$ cat src/rtl/pl_irq_pkg.sv
// pl_irq_pkg: shared FSM states, next-PC select codes and trap constants for the next-PC/IRQ controller
package pl_irq_pkg;
  typedef enum logic [1:0] {RUN, DRAIN, ENTER} state_t;
  localparam logic [1:0] PC_SEQ  = 2'b00;
  localparam logic [1:0] PC_BR   = 2'b01;
  localparam logic [1:0] PC_JAL  = 2'b10;
  localparam logic [1:0] PC_JALR = 2'b11;
  localparam logic [31:0] MTVEC_DEF     = 32'h0000_0008;
  localparam logic [31:0] CAUSE_EXT_DEF = 32'h8000_000B;
endpackage

$ cat src/rtl/pl_npc_sel.sv
// pl_npc_sel: 4:1 next-PC target mux with pc+4 adder
// Ports: pc (current PC), pcsrc (00 pc+4, 01 branch, 10 jal, 11 jalr),
//        bpc/jpc/rpc (targets), tgt (selected next PC)
module pl_npc_sel
  import pl_irq_pkg::*;
(
  input  logic [31:0] pc,
  input  logic [1:0]  pcsrc,
  input  logic [31:0] bpc,
  input  logic [31:0] jpc,
  input  logic [31:0] rpc,
  output logic [31:0] tgt
);
  always_comb
    tgt = pcsrc == PC_BR  ? bpc :
          pcsrc == PC_JAL ? jpc :
          pcsrc == PC_JALR ? rpc : pc + 32'd4;
endmodule

$ cat src/rtl/pl_npc_irq_ctrl.sv
// pl_npc_irq_ctrl: next-PC controller with external-interrupt entry and mret return sequencing
// Ports: clk/rst (sync active-high); pc, pcsrc, bpc, jpc, rpc (normal-flow select);
//        stall, intr, mret, fpu_busy (control); npc, wpc, flush, intr_ack (comb to PC reg);
//        mepc, mcause, in_irq (registered CSR state)
module pl_npc_irq_ctrl
  import pl_irq_pkg::*;
#(
  parameter logic [31:0] RESET_PC  = 32'h0000_0000,
  parameter logic [31:0] MTVEC     = MTVEC_DEF,
  parameter logic [31:0] CAUSE_EXT = CAUSE_EXT_DEF,
  parameter int          DRAIN_CYC = 3
) (
  input  logic        clk,
  input  logic        rst,
  input  logic [31:0] pc,
  input  logic [1:0]  pcsrc,
  input  logic [31:0] bpc,
  input  logic [31:0] jpc,
  input  logic [31:0] rpc,
  input  logic        stall,
  input  logic        intr,
  input  logic        mret,
  input  logic        fpu_busy,
  output logic [31:0] npc,
  output logic        wpc,
  output logic        flush,
  output logic        intr_ack,
  output logic [31:0] mepc,
  output logic [31:0] mcause,
  output logic        in_irq
);
  localparam int CW = DRAIN_CYC > 0 ? $clog2(DRAIN_CYC + 1) : 1;
  localparam logic [CW-1:0] DMAX = CW'(DRAIN_CYC);
  state_t state, state_nxt;
  logic [CW-1:0] cnt, cnt_inc;
  logic [31:0] tgt;
  logic mret_go, accept, drain_done;
  pl_npc_sel u_sel (
    .pc    (pc),
    .pcsrc (pcsrc),
    .bpc   (bpc),
    .jpc   (jpc),
    .rpc   (rpc),
    .tgt   (tgt)
  );
  // mret wins over acceptance; acceptance only on a sequential, unstalled slot
  always_comb begin
    mret_go    = state == RUN && mret && !stall;
    accept     = state == RUN && intr && !in_irq && !stall && pcsrc == PC_SEQ && !mret;
    cnt_inc    = cnt >= DMAX ? cnt : cnt + 1'b1;
    // judged on the incremented count so exactly DRAIN_CYC drain cycles precede ENTER
    drain_done = cnt_inc >= DMAX && !fpu_busy;
  end
  always_ff @(posedge clk)
    state <= rst ? RUN : state_nxt;
  always_comb
    state_nxt = state == RUN   ? (accept ? DRAIN : RUN) :
                state == DRAIN ? (drain_done ? ENTER : DRAIN) : RUN;
  always_comb begin
    npc      = rst ? RESET_PC : state == ENTER ? MTVEC : mret_go ? mepc : tgt;
    wpc      = rst || state == ENTER || mret_go || (state == RUN && !accept && !stall);
    flush    = rst || state == ENTER || mret_go || accept;
    intr_ack = !rst && state == ENTER;
  end
  always_ff @(posedge clk)
    if (rst) begin
      mepc   <= '0;
      mcause <= '0;
      in_irq <= 1'b0;
      cnt    <= '0;
    end else begin
      if (accept) mepc <= pc;
      cnt <= accept ? '0 : state == DRAIN ? cnt_inc : cnt;
      if (state == ENTER) mcause <= CAUSE_EXT;
      in_irq <= state == ENTER ? 1'b1 : mret_go ? 1'b0 : in_irq;
    end
endmodule

$ cat config.mk
export PLATFORM = sky130hd
export DESIGN_NAME = pl_npc_irq_ctrl
export DESIGN_NICKNAME = d
export VERILOG_FILES = /design/src/rtl/pl_irq_pkg.sv /design/src/rtl/pl_npc_sel.sv /design/src/rtl/pl_npc_irq_ctrl.sv
export SDC_FILE = /design/constraint.sdc
export NUM_CORES = 1
export LEC_CHECK = 0
export CORE_AREA = 3 3 105 107
export CTS_CLUSTER_DIAMETER = 150
export CTS_CLUSTER_SIZE = 24
export DETAILED_ROUTE_END_ITERATION = 12
export DIE_AREA = 0 0 108 110
export PLACE_DENSITY = 0.82
export REMOVE_ABC_BUFFERS = 1
export SYNTH_ARGS = -nofsm -noshare
export SYNTH_HDL_FRONTEND = slang
export SYNTH_HIERARCHICAL = 1
export SYNTH_SLANG_ARGS = --single-unit
$ cat constraint.sdc
create_clock -name clk -period 2.5 [get_ports clk]
set_clock_uncertainty 0.1 [all_clocks]
set_input_delay 0.25 -clock clk [delete_from_list [all_inputs] [get_ports clk]]
set_output_delay 0.25 -clock clk [all_outputs]
set_load 0.005 [all_outputs]
## Word level (Yosys, flattened, before mapping)

Index checks and enable logic that the tools add are counted.

- Add/sub/neg operators: 2
- $lt $le $gt $ge: 2
- Equal/unequal tests: 5
- Muxes and demuxes: 13
- Reduce and logical (&&, ||, !) cells: 25

Operators with widths:

| operator | count |
|---|---|
| $mux 32 | 6 |
| $add 32x3->32 const B | 1 |
| $logic_and 1x1->1 | 11 |
| $mux 2 | 4 |
| $eq 2x2->1 const B | 3 |
| $logic_not 1->1 | 6 |
| $eq 2x1->1 const B | 2 |
| $ge 2x2->1 const B | 2 |
| $logic_not 2->1 | 2 |
| $logic_or 1x1->1 | 4 |
| $mux 1 | 3 |
| $add 2x1->2 const B | 1 |
| $reduce_bool 2->1 | 1 |
| $reduce_or 2->1 | 1 |

- Flip-flop bits (word level): 38
- Input port bits: 136
- Output and inout port bits: 100
- Logic and storage cells: 52

## Logic depth before layout (Yosys ltp)

- Depth after elaboration: 10
- Depth in mapped cells: 8
- Mapped depth without buffers: 8

## Cells and area by module

Netlist, hierarchy kept.

Modules (own cells, without submodules):

| module | times used | cells an instance | area an instance (um^2) | seq. area each (um^2) |
|---|---|---|---|---|
| pl_npc_irq_ctrl | 1 | 330 | 2521.2 | 760.7 |
| pl_npc_sel | 1 | 138 | 1448.9 | 0.0 |

## Least setup slack after synthesis

No wires, ideal clock.

- Path type: input port to output port
- From: in pc[2]
- To: out npc[18]
- Data arrival time: 1.639 ns
- Required time: 2.150 ns
- Setup slack: 0.511 ns
- Stages on the path: 8
- Buffers on the path: 0
- Cells stage by stage: ha_1 -> nand2_1 -> nor4_4 -> nand4_1 -> xnor2_1 -> mux4_2 -> nand2_1 -> a21oi_1

- Cells in the longest elaborated chain, start to end: 7

Ends and longest elaborated chain:

| element | RTL line | text |
|---|---|---|
| start, declared | pl_npc_irq_ctrl.sv:15 | `input logic [31:0] pc,` |
| $add 32x3->32 | pl_npc_sel.sv:17 | `pcsrc == PC_JALR ? rpc : pc + 32'd4;` |
| $mux 32 | pl_npc_sel.sv:17 |  |
| $mux 32 | pl_npc_sel.sv:16 | `pcsrc == PC_JAL ? jpc :` |
| $mux 32 | pl_npc_sel.sv:15 | `tgt = pcsrc == PC_BR ? bpc :` |
| named net tgt[18] | pl_npc_irq_ctrl.sv:36 | `logic [31:0] tgt;` |
| $mux 32 (3 in series) | pl_npc_irq_ctrl.sv:60 | `npc = rst ? RESET_PC : state == ENTER ? MTVEC : mret_go ? mepc : tgt;` |
| end, declared | pl_npc_irq_ctrl.sv:24 | `output logic [31:0] npc,` |

The timed path passes the listed nets, and every way through them passes these cells.

## Worst setup path in the final report

- From: in pc[3]
- To: out npc[31]

Same word-level chain as after synthesis.

==> results.py <==
metrics = {
    "sta": {
        "rsz0062_at_grt": "yes",
        "drv_slew": 0,
        "hold_ws_ps": 179,
        "final_hold_fails": 0,
        "timing.final.ws_setup_ps": -73.7,
        "period_minus_slack_ps": 2570,
        "achievable-frequency_mhz": 389,
        "max_slew.worst_pin.slew_ps": 749,
        "fraction_of_the_cycle_the_final_worst_path_needs": 1.03,
        "report.final.setup_viol": 1,
        "relSlewSlack": 0.499,
    },
    "die": {
        "coreArea_um2": 10200,
        "die-area_um2": 11900,
        "die_height_um": 110,
        "io-pin-count": 236,
        "row_count": 37,
        "floorplan.die.width_um": 108,
        "initial_core_util": 0.388,
    },
    "hold_path": {
        "hp-start": "pc[4]",
        "hold_path_depth": 3,
        "min_delay_worst_endpoint": "mepc[4]$_SDFFE_PP0P_",
        "hold_path_class": "primary input to flop",
    },
    "clock_tree": {
        "cts_tree": "done",
        "clkLatencyLatePin_ps": 290,
        "number_of_h_tree_levels": 2,
        "cts.hold.buffers_added": 0,
        "tritoncts.num_buffers": 5,
        "cts.sinks": 38,
        "cts-root-to-sink-buffers": 2,
        "cts.reportedPaths.clkPinSlew_ps": 90,
        "cts_root_buffer_type": "sky130_fd_sc_hd__clkbuf_8",
    },
    "global_route": {
        "grt_use_total": 0.264,
        "grt_max_degree": 42,
        "grt_pass1_vias": 4957,
        "overflow": 0,
        "antenna_violations_before_repair": 0,
        "grt_pass1_wl_um": 24800,
    },
    "power": {
        "power.density_cell_area_nw_per_um2": 286,
        "total_power_uw": 1950,
        "total_switching_power_uw": 607,
        "largest_voltage_drop_on_the_vdd_net_mv": 0.208,
        "power.combinational.fraction": 0.418,
        "share_seq_of_total_power": 0.318,
        "leakagePower_uw": 0.00269,
        "power_report.internal_total_uw": 1350,
        "p_clk_frac": 0.265,
        "power.switching_fraction": 0.311,
    },
    "run": {
        "drv_cap": 0,
    },
    "logic_synthesis": {
        "post-synth-top-count-cell": "sky130_fd_sc_hd__nand2_1",
        "synth_common_cells": "sky130_fd_sc_hd__nand2_1 (73), sky130_fd_sc_hd__a21oi_1 (70), sky130_fd_sc_hd__dfxtp_1 (38), sky130_fd_sc_hd__nand4_1 (38), sky130_fd_sc_hd__buf_4 (32)",
        "ys_seq_elements": 38,
        "synthesis.area_um2": 3970,
        "ys_types": 46,
        "yosys_most_used_dff": "sky130_fd_sc_hd__dfxtp_1",
        "synth-warning-count": 6,
        "synth_top_area_frac": 0.192,
        "netlist.top_cell.by_area": "sky130_fd_sc_hd__dfxtp_1",
        "edff_count_synth": 0,
        "yosys-top-cells-area": "sky130_fd_sc_hd__dfxtp_1 (19%), sky130_fd_sc_hd__mux4_2 (16%), sky130_fd_sc_hd__o31ai_2 (9.1%)",
        "asyncSetResetFlopFracSynth": 0,
        "synth.avg_cell_area_um2": 8.48,
        "seq_total_area_yosys": 0.192,
        "syn_inst": 468,
    },
    "critical_path": {
        "regToRegSetupSlack_ps": 500,
        "reg2regPathDepth": 4,
        "timing.critical_path.buf_inv": 5,
        "crit-reg2reg-launch": "in_irq$_SDFFE_PP0P_",
        "worst-setup-path-type": "primary input to output pin",
        "cp.arrival_ps": 2220,
        "critical_path.top_delay_family": "simple AND/OR/NAND/NOR gates",
        "worst_setup_path_end_kind": "output pin",
        "critical_path.cell_chain": "buf_4, buf_4, nand3_1, buf_6, buf_4, nor4_4, nand4_1, xnor2_1, mux4_2, nand2_2, a21oi_2, buf_2",
        "critical_path.slowest_cell": "sky130_fd_sc_hd__mux4_2",
        "cp-startpoint": "pc[3]",
        "worstPathMaxFanout": 4,
        "crit_path_start_kind": "primary input",
        "critical_path.most_common_cell": "sky130_fd_sc_hd__buf_4",
        "cp_data_required_time_ps": 2150,
        "rr_endpoint": "mepc[30]$_SDFFE_PP0P_",
        "worst_path_largest_cell_delay_ps": 460,
    },
    "placement": {
        "dp.cells": 827,
        "place_worst_setup_slack_ps": -742,
        "place.port_buffers": 207,
        "gp_routability_congestion": 0.884,
        "post-dp-hpwl_um": 12300,
    },
    "finish": {
        "area_growth_pct": 72.0,
        "stdcell_count": 856,
        "post-route-util": 0.667,
        "layout-drive-gt1-share": 0.326,
        "fin_nets": 856,
        "diodes": 0,
    },
    "routing": {
        "post-route-drc-count": 0,
        "detailroute.via_count": 4809,
        "avgViaCountPerCell": 5.62,
        "drt-initial-drc-count": 338,
        "route.final.wire_length_um": 16400,
        "detailedRoute.firstPassIterationCount": 5,
        "number_of_routed_nets_with_antenna_violations": 0,
        "post_drt_wl_per_cell_um": 19.1,
    },
    "status": {
        "violations_in_the_final_reports": "setup timing",
        "run_status": "finished, violations left",
    },
}
how the worst max path moves through the flow:
stage,end,slack (ps),cells after the start
after detailed placement,npc[31],-740,9
after CTS,npc[31],-90,9
after floorplan,npc[3],-9,3
after global placement,npc[31],-700,9
after global routing,npc[30],-130,12
final,npc[31],-70,12
cell families after synthesis:
| logic type | share of synthesized area |
|---|---|
| AND/OR/NAND/NOR | 0.242 |
| adder cells (fa/ha/maj) | 0.00315 |
| buffers and inverters | 0.124 |
| other | 0.000945 |
| flip-flops | 0.192 |
| XOR/XNOR | 0.0552 |
| multiplexers | 0.171 |
| AO/OA/AOI/OAI | 0.212 |
cell type report:
| type | count | area [µm²] |
|---|---|---|
| well taps | 136 | 170 |
| fillers | 836 | 3400 |
| flip-flops and latches | 38 | 763 |
| repair buffers | 292 | 2700 |
| clock buffers | 8 | 110 |
| inverters | 3 | 11.3 |
| multi-input cells | 379 | 3070 |
per-stage QoR:
step | instance area (µm²) | TNS (ps)
after floorplan | 3590 | -8.52
after global placement | 6360 | -14150
after detailed placement | 6360 | -15340
after CTS | 6620 | -88.3
after global routing | 6830 | -716
final | 6830 | -73.7
layer usage:
metal,wire length [µm],global-route usage
met5,0,0
met4,291,0.0875
met3,1370,0.0542
met2,8660,0.496
met1,6040,0.297
power by group through the flow:
stage,logic (µW),registers (µW),clock network [µW]
6_report,816,620,517
3_5_place_dp,795,634,0
4_1_cts,787,620,525
3_3_place_gp,773,634,0
2_1_floorplan,267,633,0
5_1_grt,873,621,557
cell usage in the layout (no fill, tap or decap), drive strengths merged, types with 3 or more instances in the layout:
cell             n
a21oi           70
a221oi           3
and2             3
and3             7
buf            109
clkbuf          14
clkdlybuf4s15    8
clkdlybuf4s50  155
conb            28
dfxtp           38
dlygate4sd2      9
dlymetal6s2s     5
inv              3
mux2i            5
mux4            28
nand2           75
nand2b           5
nand3           12
nand4           39
nor2            16
nor3             7
nor4             5
o21ai            3
o31ai           32
xnor2           15
xor2            10
registers in the layout (all words and copies together) (netlist names):
register and count:
mepc 32, mcause 1, state 2, cnt 2, in_irq 1
worst reg2reg max path, cell delays in order (launching register included):
cell and delay (ps):
sky130_fd_sc_hd__dfxtp_2 350, sky130_fd_sc_hd__or4b_2 690, sky130_fd_sc_hd__buf_4 330, sky130_fd_sc_hd__o31ai_1 300, sky130_fd_sc_hd__a21oi_1 100
timing repair:
action                     in CTS  in global routing
setup endpoints to repair      28                 31
gates resized for setup       148                 57
pin swaps                      25                 33
setup buffers                  14                  7
(Power assumes the default switching activity.)
